==> config.mk <==
export PLATFORM = sky130hd
export DESIGN_NAME = data_mem_port
export DESIGN_NICKNAME = d
export VERILOG_FILES = /design/src/rtl/data_mem_port.sv
export SDC_FILE = /design/constraint.sdc
export NUM_CORES = 1
export LEC_CHECK = 0
export CAP_MARGIN = 20
export CORE_MARGIN = 1.5
export CORE_UTILIZATION = 59
export DETAILED_ROUTE_END_ITERATION = 8
export HOLD_SLACK_MARGIN = 0.06
export MAX_ROUTING_LAYER = met4
export PLACE_DENSITY = 0.9
export SLEW_MARGIN = 20
export SYNTH_ARGS = -nofsm -noshare
export SYNTH_HDL_FRONTEND = slang
export SYNTH_SLANG_ARGS = --single-unit
==> constraint.sdc <==
create_clock -name Clock -period 11.8 [get_ports Clock]
set_clock_uncertainty 0.2 [all_clocks]
set_input_delay 3.54 -clock Clock [delete_from_list [all_inputs] [get_ports Clock]]
set_output_delay 3.54 -clock Clock [all_outputs]
set_load 0.05 [all_outputs]
==> src/rtl/data_mem_port.sv <==
// data_mem_port
//
// Data-side memory port that sits behind the Memory1 stage. Stores are
// posted into a small circular write buffer and complete at once. Loads are
// answered from the youngest matching buffer entry when there is one.
// Otherwise the load waits for the buffer to drain to memory and then reads
// over a req/ack bus.
//
// Ports
//   Clock, Reset          rising-edge clock, synchronous active-low reset
//   DataAddr, DataOut     request address / store data
//   ReadData, WriteData   one-cycle load / store request strobes
//   DataIn, DataDone      load result (held) / one-cycle completion pulse
//   Busy                  a request is outstanding; new requests are dropped
//   Overrun               sticky flag: a request arrived while Busy was high
//   WbCount               write-buffer occupancy, 0..WB_DEPTH
//   MemReq, MemWe         bus request / write enable
//   MemAddr, MemWData     bus address / write data
//   MemAck, MemRData      bus completion / read data
//
// Handshakes
//   Processor side: a request is taken on any edge where
//   (ReadData | WriteData) is high and Busy is low. Completion is signalled
//   by exactly one DataDone pulse per accepted request.
//   Bus side: MemReq acts as valid and MemAck as ready. Address, direction
//   and write data stay stable from the rise of MemReq through the edge that
//   samples MemAck. MemReq then drops on that same edge and stays low for at
//   least one cycle.

module data_mem_port #(
  parameter int WORD_SIZE = 16,
  parameter int WB_DEPTH  = 4
) (
  input  logic                       Clock,
  input  logic                       Reset,
  input  logic [WORD_SIZE-1:0]       DataAddr,
  input  logic [WORD_SIZE-1:0]       DataOut,
  input  logic                       ReadData,
  input  logic                       WriteData,
  output logic [WORD_SIZE-1:0]       DataIn,
  output logic                       DataDone,
  output logic                       Busy,
  output logic                       Overrun,
  output logic [$clog2(WB_DEPTH):0]  WbCount,
  output logic                       MemReq,
  output logic                       MemWe,
  output logic [WORD_SIZE-1:0]       MemAddr,
  output logic [WORD_SIZE-1:0]       MemWData,
  input  logic                       MemAck,
  input  logic [WORD_SIZE-1:0]       MemRData
);

  localparam int PW = $clog2(WB_DEPTH);
  localparam int CW = PW + 1;

  typedef enum logic [1:0] {B_IDLE, B_WRITE, B_READ} bus_state_t;

  // Write buffer storage (contents need no reset; validity comes from r_count)
  logic [WORD_SIZE-1:0] r_wb_addr [WB_DEPTH];
  logic [WORD_SIZE-1:0] r_wb_data [WB_DEPTH];
  logic [PW-1:0]        r_head;
  logic [PW-1:0]        r_tail;
  logic [CW-1:0]        r_count;

  bus_state_t           r_state;
  logic                 r_mem_req;
  logic                 r_mem_we;
  logic [WORD_SIZE-1:0] r_mem_addr;
  logic [WORD_SIZE-1:0] r_mem_wdata;

  logic [WORD_SIZE-1:0] r_data_in;
  logic                 r_data_done;
  logic                 r_busy;
  logic                 r_overrun;

  // The single request that could not complete immediately
  logic                 r_pend_valid;
  logic                 r_pend_store;
  logic [WORD_SIZE-1:0] r_pend_addr;
  logic [WORD_SIZE-1:0] r_pend_data;

  logic                 w_req;
  logic                 w_accept;
  logic                 w_full;
  logic                 w_push_new;
  logic                 w_store_stall;
  logic                 w_load;
  logic                 w_push_pend;
  logic                 w_push;
  logic [WORD_SIZE-1:0] w_push_addr;
  logic [WORD_SIZE-1:0] w_push_data;
  logic                 w_pop;
  logic                 w_rd_done;
  logic                 w_match;
  logic [WORD_SIZE-1:0] w_hit_data;
  logic [PW-1:0]        w_idx;
  logic                 w_hit;
  logic                 w_miss;

  bus_state_t           w_state_nxt;
  logic                 w_req_nxt;
  logic                 w_we_nxt;
  logic [WORD_SIZE-1:0] w_addr_nxt;
  logic [WORD_SIZE-1:0] w_wdata_nxt;

  assign w_req         = ReadData | WriteData;
  assign w_accept      = w_req & ~r_busy;
  assign w_full        = (r_count == CW'(WB_DEPTH));
  assign w_push_new    = w_accept & WriteData & ~w_full;
  assign w_store_stall = w_accept & WriteData & w_full;
  assign w_load        = w_accept & ~WriteData;
  // A stalled store re-enters the buffer on the edge after the freeing pop,
  // because the full test looks at the registered count.
  assign w_push_pend   = r_pend_valid & r_pend_store & ~w_full;
  assign w_push        = w_push_new | w_push_pend;
  assign w_push_addr   = w_push_pend ? r_pend_addr : DataAddr;
  assign w_push_data   = w_push_pend ? r_pend_data : DataOut;
  assign w_pop         = (r_state == B_WRITE) & MemAck;
  assign w_rd_done     = (r_state == B_READ) & MemAck;

  // Walk the buffer from oldest to youngest. The last match wins, which
  // gives the youngest matching entry.
  always_comb begin
    w_match    = 1'b0;
    w_hit_data = '0;
    w_idx      = '0;
    for (int i = 0; i < WB_DEPTH; i++) begin
      w_idx = r_head + PW'(i);
      if ((CW'(i) < r_count) && (r_wb_addr[w_idx] == DataAddr)) begin
        w_match    = 1'b1;
        w_hit_data = r_wb_data[w_idx];
      end
    end
  end

  assign w_hit  = w_load & w_match;
  assign w_miss = w_load & ~w_match;

  // Bus FSM next state and next bus outputs
  always_comb begin
    w_state_nxt = r_state;
    w_req_nxt   = r_mem_req;
    w_we_nxt    = r_mem_we;
    w_addr_nxt  = r_mem_addr;
    w_wdata_nxt = r_mem_wdata;
    case (r_state)
      B_IDLE: begin
        if (r_count != '0) begin
          w_state_nxt = B_WRITE;
          w_req_nxt   = 1'b1;
          w_we_nxt    = 1'b1;
          w_addr_nxt  = r_wb_addr[r_head];
          w_wdata_nxt = r_wb_data[r_head];
        end else if (w_push) begin
          // Empty buffer: the entry being pushed now becomes the head.
          // Start writing it straight away.
          w_state_nxt = B_WRITE;
          w_req_nxt   = 1'b1;
          w_we_nxt    = 1'b1;
          w_addr_nxt  = w_push_addr;
          w_wdata_nxt = w_push_data;
        end else if (r_pend_valid && !r_pend_store) begin
          w_state_nxt = B_READ;
          w_req_nxt   = 1'b1;
          w_we_nxt    = 1'b0;
          w_addr_nxt  = r_pend_addr;
        end
      end
      B_WRITE: begin
        if (MemAck) begin
          w_state_nxt = B_IDLE;
          w_req_nxt   = 1'b0;
        end
      end
      B_READ: begin
        if (MemAck) begin
          w_state_nxt = B_IDLE;
          w_req_nxt   = 1'b0;
        end
      end
      default: begin
        w_state_nxt = B_IDLE;
        w_req_nxt   = 1'b0;
      end
    endcase
  end

  always_ff @(posedge Clock) begin
    if (w_push) begin
      r_wb_addr[r_tail] <= w_push_addr;
      r_wb_data[r_tail] <= w_push_data;
    end
  end

  always_ff @(posedge Clock) begin
    if (!Reset) begin
      r_head       <= '0;
      r_tail       <= '0;
      r_count      <= '0;
      r_state      <= B_IDLE;
      r_mem_req    <= 1'b0;
      r_mem_we     <= 1'b0;
      r_mem_addr   <= '0;
      r_mem_wdata  <= '0;
      r_data_in    <= '0;
      r_data_done  <= 1'b0;
      r_busy       <= 1'b0;
      r_overrun    <= 1'b0;
      r_pend_valid <= 1'b0;
      r_pend_store <= 1'b0;
      r_pend_addr  <= '0;
      r_pend_data  <= '0;
    end else begin
      r_state     <= w_state_nxt;
      r_mem_req   <= w_req_nxt;
      r_mem_we    <= w_we_nxt;
      r_mem_addr  <= w_addr_nxt;
      r_mem_wdata <= w_wdata_nxt;

      if (w_push) r_tail <= r_tail + PW'(1);
      if (w_pop)  r_head <= r_head + PW'(1);
      if (w_push && !w_pop)      r_count <= r_count + CW'(1);
      else if (!w_push && w_pop) r_count <= r_count - CW'(1);

      if (w_store_stall || w_miss) begin
        r_pend_valid <= 1'b1;
        r_pend_store <= w_store_stall;
        r_pend_addr  <= DataAddr;
        r_pend_data  <= DataOut;
        r_busy       <= 1'b1;
      end else if (w_push_pend || w_rd_done) begin
        r_pend_valid <= 1'b0;
        r_busy       <= 1'b0;
      end

      r_data_done <= w_push_new | w_push_pend | w_hit | w_rd_done;
      if (w_hit)          r_data_in <= w_hit_data;
      else if (w_rd_done) r_data_in <= MemRData;

      if (w_req && r_busy) r_overrun <= 1'b1;
    end
  end

  assign DataIn   = r_data_in;
  assign DataDone = r_data_done;
  assign Busy     = r_busy;
  assign Overrun  = r_overrun;
  assign WbCount  = r_count;
  assign MemReq   = r_mem_req;
  assign MemWe    = r_mem_we;
  assign MemAddr  = r_mem_addr;
  assign MemWData = r_mem_wdata;

endmodule

==> out/results.tsv, run 1 <==
stage	metric	value	unit
sta	RSZ-0062 raised after global routing	no	
sta	fmax	0.142	GHz
layout	nets	1299	
cts	CTS Buf Count	24	
place	IO Port Bufs	108	
setup_path	CP required	12.06	ns
sta	max_slew headroom	24.6	%
power_and_ir_drop	Internal	2.00	mW
setup_path	max incr delay on CP	0.87	ns
die	I/O pins	109	
grt	Tot GR Track Use	33.8	%
cts	clock latency on the worst-skew pair	0.53	ns
synth	syn_area_per_cell	11.5	sq um
cts	clk root buf	clkbuf_16	
synth	cell area after synthesis	13600	sq um
cts	post_cts resized	0	
grt	Overflow after GRT	0	
route	detailed-router iteration count before antenna repair	5	
synth	Synth top area share	28.3	%
cts	CTS H-tree depth	1	
power_and_ir_drop	Psw	1.30	mW
setup_path	CP Buf/Inv Count	1	
synth	EDFF count, synth	128	
grt	largest net degree at the start of global routing	84	
sta	Least-Margin Pin Slew	1.13	ns
setup_path	CP max FO	33	
grt	vias in the first global route	10300	
setup_path	worst-path cell chain	clkdlybuf4s50_1 > a2bb2oi_1 > a21oi_1 > or4_4 > or4b_4 > a41oi_4 > o2111ai_1 > nand2b_1	
cts	clk slew on worst S/H paths	0.06	ns
cts	Clock Tree Buf Depth	3	
run_status	status	complete, no violations	
setup_path	critical path class	in2reg	
grt	initial antenna violation count	1	
power_and_ir_drop	Clk pwr share	25.3	%
die	initial core utilization	60.1	%
place	Placed Instances	1493	
route	drt drc	0	
power_and_ir_drop	Comb power frac	41.0	%
synth	count of state elements after synthesis	225	
sta	Final Hold Vio Count	0	
cts	Post-CTS Setup Bufs	0	
die	placeable core area	22600	sq um
synth	Syn Inst Count	1178	
layout	most common cell after layout, fill and taps aside	nand2_1	
synth	Ys Warns	0	
cts	clk sinks	225	
power_and_ir_drop	Max IR drop VDD	0.207	mV
layout	commonest cells after routing, fill and taps aside	169 x nand2_1, 128 x edfxtp_1, 107 x clkdlybuf4s50_1	
route	Routed Antenna Nets	0	
layout	Finished Layout Cells	1538	
sta	Final Max Tran Viols	0	
sta	final worst path period need	7.04	ns
die	row cnt	55	
synth	Synth area leaders	edfxtp_1 28%, mux4_2 17%, dfxtp_1 14%, mux2i_1 6.6%, nand2_1 4.7%	
power_and_ir_drop	Design Power	3.30	mW
die	Die Area	23900	sq um
route	starting DRC count in detailed routing	1813	
route	wire length per cell	25.3	microns
setup_path	crit path max-delay cell type	a41oi_4	
setup_path	startpoint type of the worst setup path	input port	
cts	hold buffer count at CTS	0	
power_and_ir_drop	Flop pwr share	33.7	%
place	GPL Wtd Cong	0.933	
route	DR vias/cell	6.88	
route	drt total wl	38900	microns
die	Die Y-Extent	155	microns
power_and_ir_drop	Sw Share	39.5	%
synth	Main synth FF type	edfxtp_1	
synth	post-synth cell types	64	
route	vias	10600	
setup_path	Worst setup EP type	flop	
sta	fin crit share	59.6	%
layout	fin util	69.0	%
setup_path	R2R setup slack	6.30	ns
die	Die W	155	microns
job	max_cap viols	0	
grt	global-route wire length before repair	60200	microns
power_and_ir_drop	pwr dens	212	nW/um^2
power_and_ir_drop	Static Leak	5.17	nW
min_path	Worst Hold Class	reg2reg	
sta	count of final setup violators	0	
synth	area leader, netlist	edfxtp_1	
layout	Layout area overhead	14.9	%
sta	TNS Setup	0	ns
synth	ys async rst share	0	%
synth	register area share after synthesis	42.7	%
setup_path	CP arrival	7.30	ns
synth	Synth Net Count	1243	
place	Final HPWL DP	25700	microns
cts	CTS tree	built	
layout	layout cells sized above 1	18.7	%
setup_path	CP top delay family	compound AO/OA/AOI/OAI gates	
-- synth_stat cells, types with 2 or more instances --
master,number
o221ai_1,6
clkbuf_1,56
and2_1,5
o211ai_1,4
buf_1,13
a31oi_1,3
o41ai_1,17
dfxtp_1,97
nor3_1,8
a211oi_1,3
inv_1,31
a21boi_1,2
nor2_1,76
a311oi_1,17
nor3b_1,17
clkinv_1,2
nand4_1,4
nor4_1,2
nand2b_1,19
o21a_1,2
mux2i_1,89
ha_1,12
buf_2,14
buf_6,11
or2_2,20
xnor2_1,45
nand3_1,6
a22oi_1,2
a21oi_1,31
mux2_2,38
mux4_1,3
edfxtp_1,128
nor2b_1,5
o2111ai_1,19
buf_4,3
xor2_1,19
or3_1,18
o21ai_0,37
mux4_2,100
nand2_1,170
-- worst reg2reg max path: stages (launching register included) --
cell and delay, ns:
dfxtp_4 0.71, buf_4 0.77, inv_1 0.59, a32o_1 0.40, a311oi_1 0.44, o2111ai_1 0.25, or4b_4 0.74, a41oi_4 0.88
o2111ai_1 0.31, nand2b_1 0.17
-- area by class of cell --
| class | instances | area [sq um] |
|---|---|---|
| inverters | 33 | 124 |
| clock buffers | 31 | 678 |
| repair buffers | 127 | 1220 |
| fillers | 1496 | 6990 |
| clock inverters | 13 | 205 |
| multi-input cells | 823 | 7200 |
| well taps | 285 | 357 |
| diodes | 1 | 2.50 |
| flip-flops and latches | 225 | 5800 |
-- cell families after synthesis --
| logic type | Yosys count | share of synthesized area (%) |
|---|---|---|
| AOI/OAI and AO/OA | 156 | 8.29 |
| xor gates and xnor gates | 64 | 4.13 |
| adders and majority gates | 12 | 1.11 |
| buffers and inverters | 130 | 4.42 |
| DFF | 225 | 42.7 |
| muxes | 230 | 26.9 |
| and+or+nand+nor | 361 | 12.5 |
-- sequential cells by signal, indices dropped and copies added (netlist names), 3 cells and up, named ones only --
signal       cells
r_pend_addr     16
WbCount          3
MemAddr         16
r_wb_data       64
r_wb_addr       64
DataIn          16
MemWData        16
r_pend_data     16
-- through the flow --
step | setup WS, ns | hold WS, ns | instance area, sq um
detailed placement | 4.35 | 0.246 | 14700
floorplan | 5.55 | 0.232 | 13600
finish | 4.76 | 0.257 | 15600
CTS | 4.86 | 0.257 | 15600
global placement | 4.42 | 0.239 | 14700
global route | 4.67 | 0.280 | 15600
-- per-layer routing --
layer / share of wire (%) / track usage [%] / routed length (microns)
met5: 0 / - / 0
met4: 2.6 / 10.0 / 1020
met3: 12 / 6.70 / 4730
met2: 46 / 50.5 / 17800
met1: 40 / 47.1 / 15400
-- worst paths after layout --
kind,from,to,depth (start not counted)
worst max-delay path,DataAddr[0],DataIn[1],8
worst min-delay path,MemAddr[12],MemAddr[12],2
worst max register to register,r_head[1],DataIn[1],9
worst min register to register,MemAddr[12],MemAddr[12],2
-- power groups by stage --
stage	clock network (mW)	registers [mW]	logic [mW]
after detailed placement	0	1.12	1.31
after floorplan	0	1.25	0.767
after global routing	0.868	1.13	1.42
final	0.837	1.11	1.35
after CTS	0.838	1.11	1.33
after global placement	0	1.11	1.27
Power figures use the tool's default switching activity.
==> inputs of run 2 (changes only) <==
==> constraint.sdc (replaced) <==
create_clock -name Clock -period 7.2 [get_ports Clock]
set_clock_uncertainty 0.2 [all_clocks]
set_input_delay 2.16 -clock Clock [delete_from_list [all_inputs] [get_ports Clock]]
set_output_delay 2.16 -clock Clock [all_outputs]
set_load 0.05 [all_outputs]
==> run 2 against run 1 <==
Power is 58% higher. Critical path type unchanged. Setup slack worse by 3.1 ns. Design area is 0.67% lower. Via count is 0.87% higher. Utilization is 0.47 points lower. Sequential cell count stayed put. Critical endpoint is now DataIn[9]. Register-to-register slack worse by 4.0 ns. Combinational power is 62% higher. Die area stayed put. Worst hold slack worse by 0.011 ns. Global-route usage is 0.65 points lower. Clock power is 43% higher.
==> out/results.tsv, run 2 (same netlist as run 1, synthesis figures left out) <==
stage	metric	value	unit
run_status	status	complete, no violations	
setup_path	Critical path origin	DataAddr[0]	
route	drt total wl	38400	microns
die	Die W	155	microns
power_and_ir_drop	Comb power frac	41.8	%
die	I/O pins	109	
cts	clk root buf	clkbuf_16	
layout	most common cell after layout, fill and taps aside	nand2_1	
cts	clk sinks	225	
sta	fin crit share	76.4	%
setup_path	Worst R2R End	DataIn[9]	
grt	largest net degree at the start of global routing	65	
setup_path	CP arrival	5.71	ns
grt	Tot GR Track Use	33.1	%
place	GPL Wtd Cong	0.943	
power_and_ir_drop	Flop pwr share	35.2	%
route	wire length per cell	24.9	microns
route	detailed-router iteration count before antenna repair	7	
layout	Largest regs	r_wb_addr x64, r_wb_data x64	
layout	nets	1302	
setup_path	Worst setup EP type	flop	
cts	CTS H-tree depth	1	
die	row cnt	55	
setup_path	CP endpoint	DataIn[9]	
cts	clock latency on the worst-skew pair	0.54	ns
route	Routed Antenna Nets	0	
grt	global-route wire length before repair	59100	microns
sta	final worst path period need	5.50	ns
setup_path	CP required	7.42	ns
power_and_ir_drop	Design Power	5.23	mW
layout	Layout area overhead	14.1	%
layout	commonest cells after routing, fill and taps aside	169 x nand2_1, 128 x edfxtp_1, 107 x clkdlybuf4s50_1	
die	Die Area	23900	sq um
sta	Final Hold Vio Count	0	
die	Die Y-Extent	155	microns
route	starting DRC count in detailed routing	1340	
layout	post-route cell area	15500	sq um
cts	Post-CTS Setup Bufs	0	
layout	layout cells sized above 1	19.0	%
sta	Hold Slack	0.247	ns
setup_path	R2R cell count	9	
cts	CTS Buf Count	24	
place	dpl cell area	14700	sq um
setup_path	startpoint type of the worst setup path	input port	
sta	Least-Margin Pin Slew	1.04	ns
layout	fin util	68.6	%
route	vias	10700	
power_and_ir_drop	Sw Share	41.0	%
setup_path	R2R setup slack	2.34	ns
die	placeable core area	22600	sq um
setup_path	Reg2Reg Launch Point	r_head[0]	
sta	Final Max Tran Viols	0	
cts	hold buffer count at CTS	0	
grt	Overflow after GRT	0	
layout	Filler Cells Inserted	1481	
sta	TNS Setup	0	ns
job	max_cap viols	0	
setup_path	CP max FO	33	
die	initial core utilization	60.1	%
power_and_ir_drop	Psw	2.14	mW
sta	max_slew headroom	30.6	%
power_and_ir_drop	Clk pwr share	23.0	%
sta	RSZ-0062 raised after global routing	no	
power_and_ir_drop	Max IR drop VDD	0.314	mV
min_path	Worst Hold Class	reg2reg	
cts	CTS tree	built	
route	drt drc	0	
cts	post_cts resized	0	
power_and_ir_drop	Static Leak	5.13	nW
cts	clk slew on worst S/H paths	0.06	ns
place	Final HPWL DP	25500	microns
setup_path	critical path class	in2reg	
power_and_ir_drop	Internal	3.09	mW
power_and_ir_drop	pwr dens	338	nW/um^2
route	DR vias/cell	6.93	
grt	vias in the first global route	10300	
sta	count of final setup violators	0	
sta	fmax	0.182	GHz
place	IO Port Bufs	108	
grt	initial antenna violation count	1	
cts	Clock Tree Buf Depth	3	
[run 2: power groups by stage]
stage	clock [mW]	sequential [mW]	combinational, mW
floorplan	0	2.04	1.26
global placement	0	1.83	2.05
detailed placement	0	1.85	2.12
CTS	1.20	1.83	2.15
global route	1.25	1.87	2.29
finish	1.20	1.84	2.19
[run 2: worst max-delay path: stages]
cell	delay (ns)
clkdlybuf4s50_1	0.81
a2bb2oi_1	0.22
a21oi_1	0.08
or4_4	0.52
or4b_4	0.70
a41oi_4	0.82
o41ai_1	0.17
nand2b_1	0.18
[run 2: layout make-up]
class / instances / area [sq um] / area share, %
Multi-Input combinational cell: 823 / 7200 / 46.5
Sequential cell: 225 / 5800 / 37.5
Timing Repair Buffer: 130 / 1240 / 8.02
Inverter: 33 / 124 / 0.801
Clock inverter: 15 / 140 / 0.906
Tap cell: 285 / 357 / 2.30
Antenna cell: 1 / 2.50 / 0.0162
Clock buffer: 28 / 616 / 3.98
[run 2: worst min-delay path by stage]
stage	startpoint	to	slack (ns)	cells past startpoint
after floorplan	r_pend_data[0]	r_pend_data[0]	0.23	2
after global placement	Overrun	Overrun	0.24	2
after detailed placement	Overrun	Overrun	0.24	2
after CTS	Overrun	Overrun	0.25	2
after global routing	Overrun	Overrun	0.26	2
final	Overrun	Overrun	0.25	2
[run 2: per-stage QoR]
step                      worst slack, ns  instances
after detailed placement             1.20       1496
after global placement               1.29       1496
final                                1.70       1540
after floorplan                      2.33       1178
after CTS                            1.74       1539
after global routing                 1.54       1540
[run 2: layer usage]
metal  part of all wire [%]  vias to the layer above  global-route usage, %
li1                       -                     4526                      -
met1                     37                     5164                   43.6
met2                     46                      839                   50.4
met3                     13                      137                   7.48
met4                    4.0                        0                   13.0
met5                      0                        -                      -
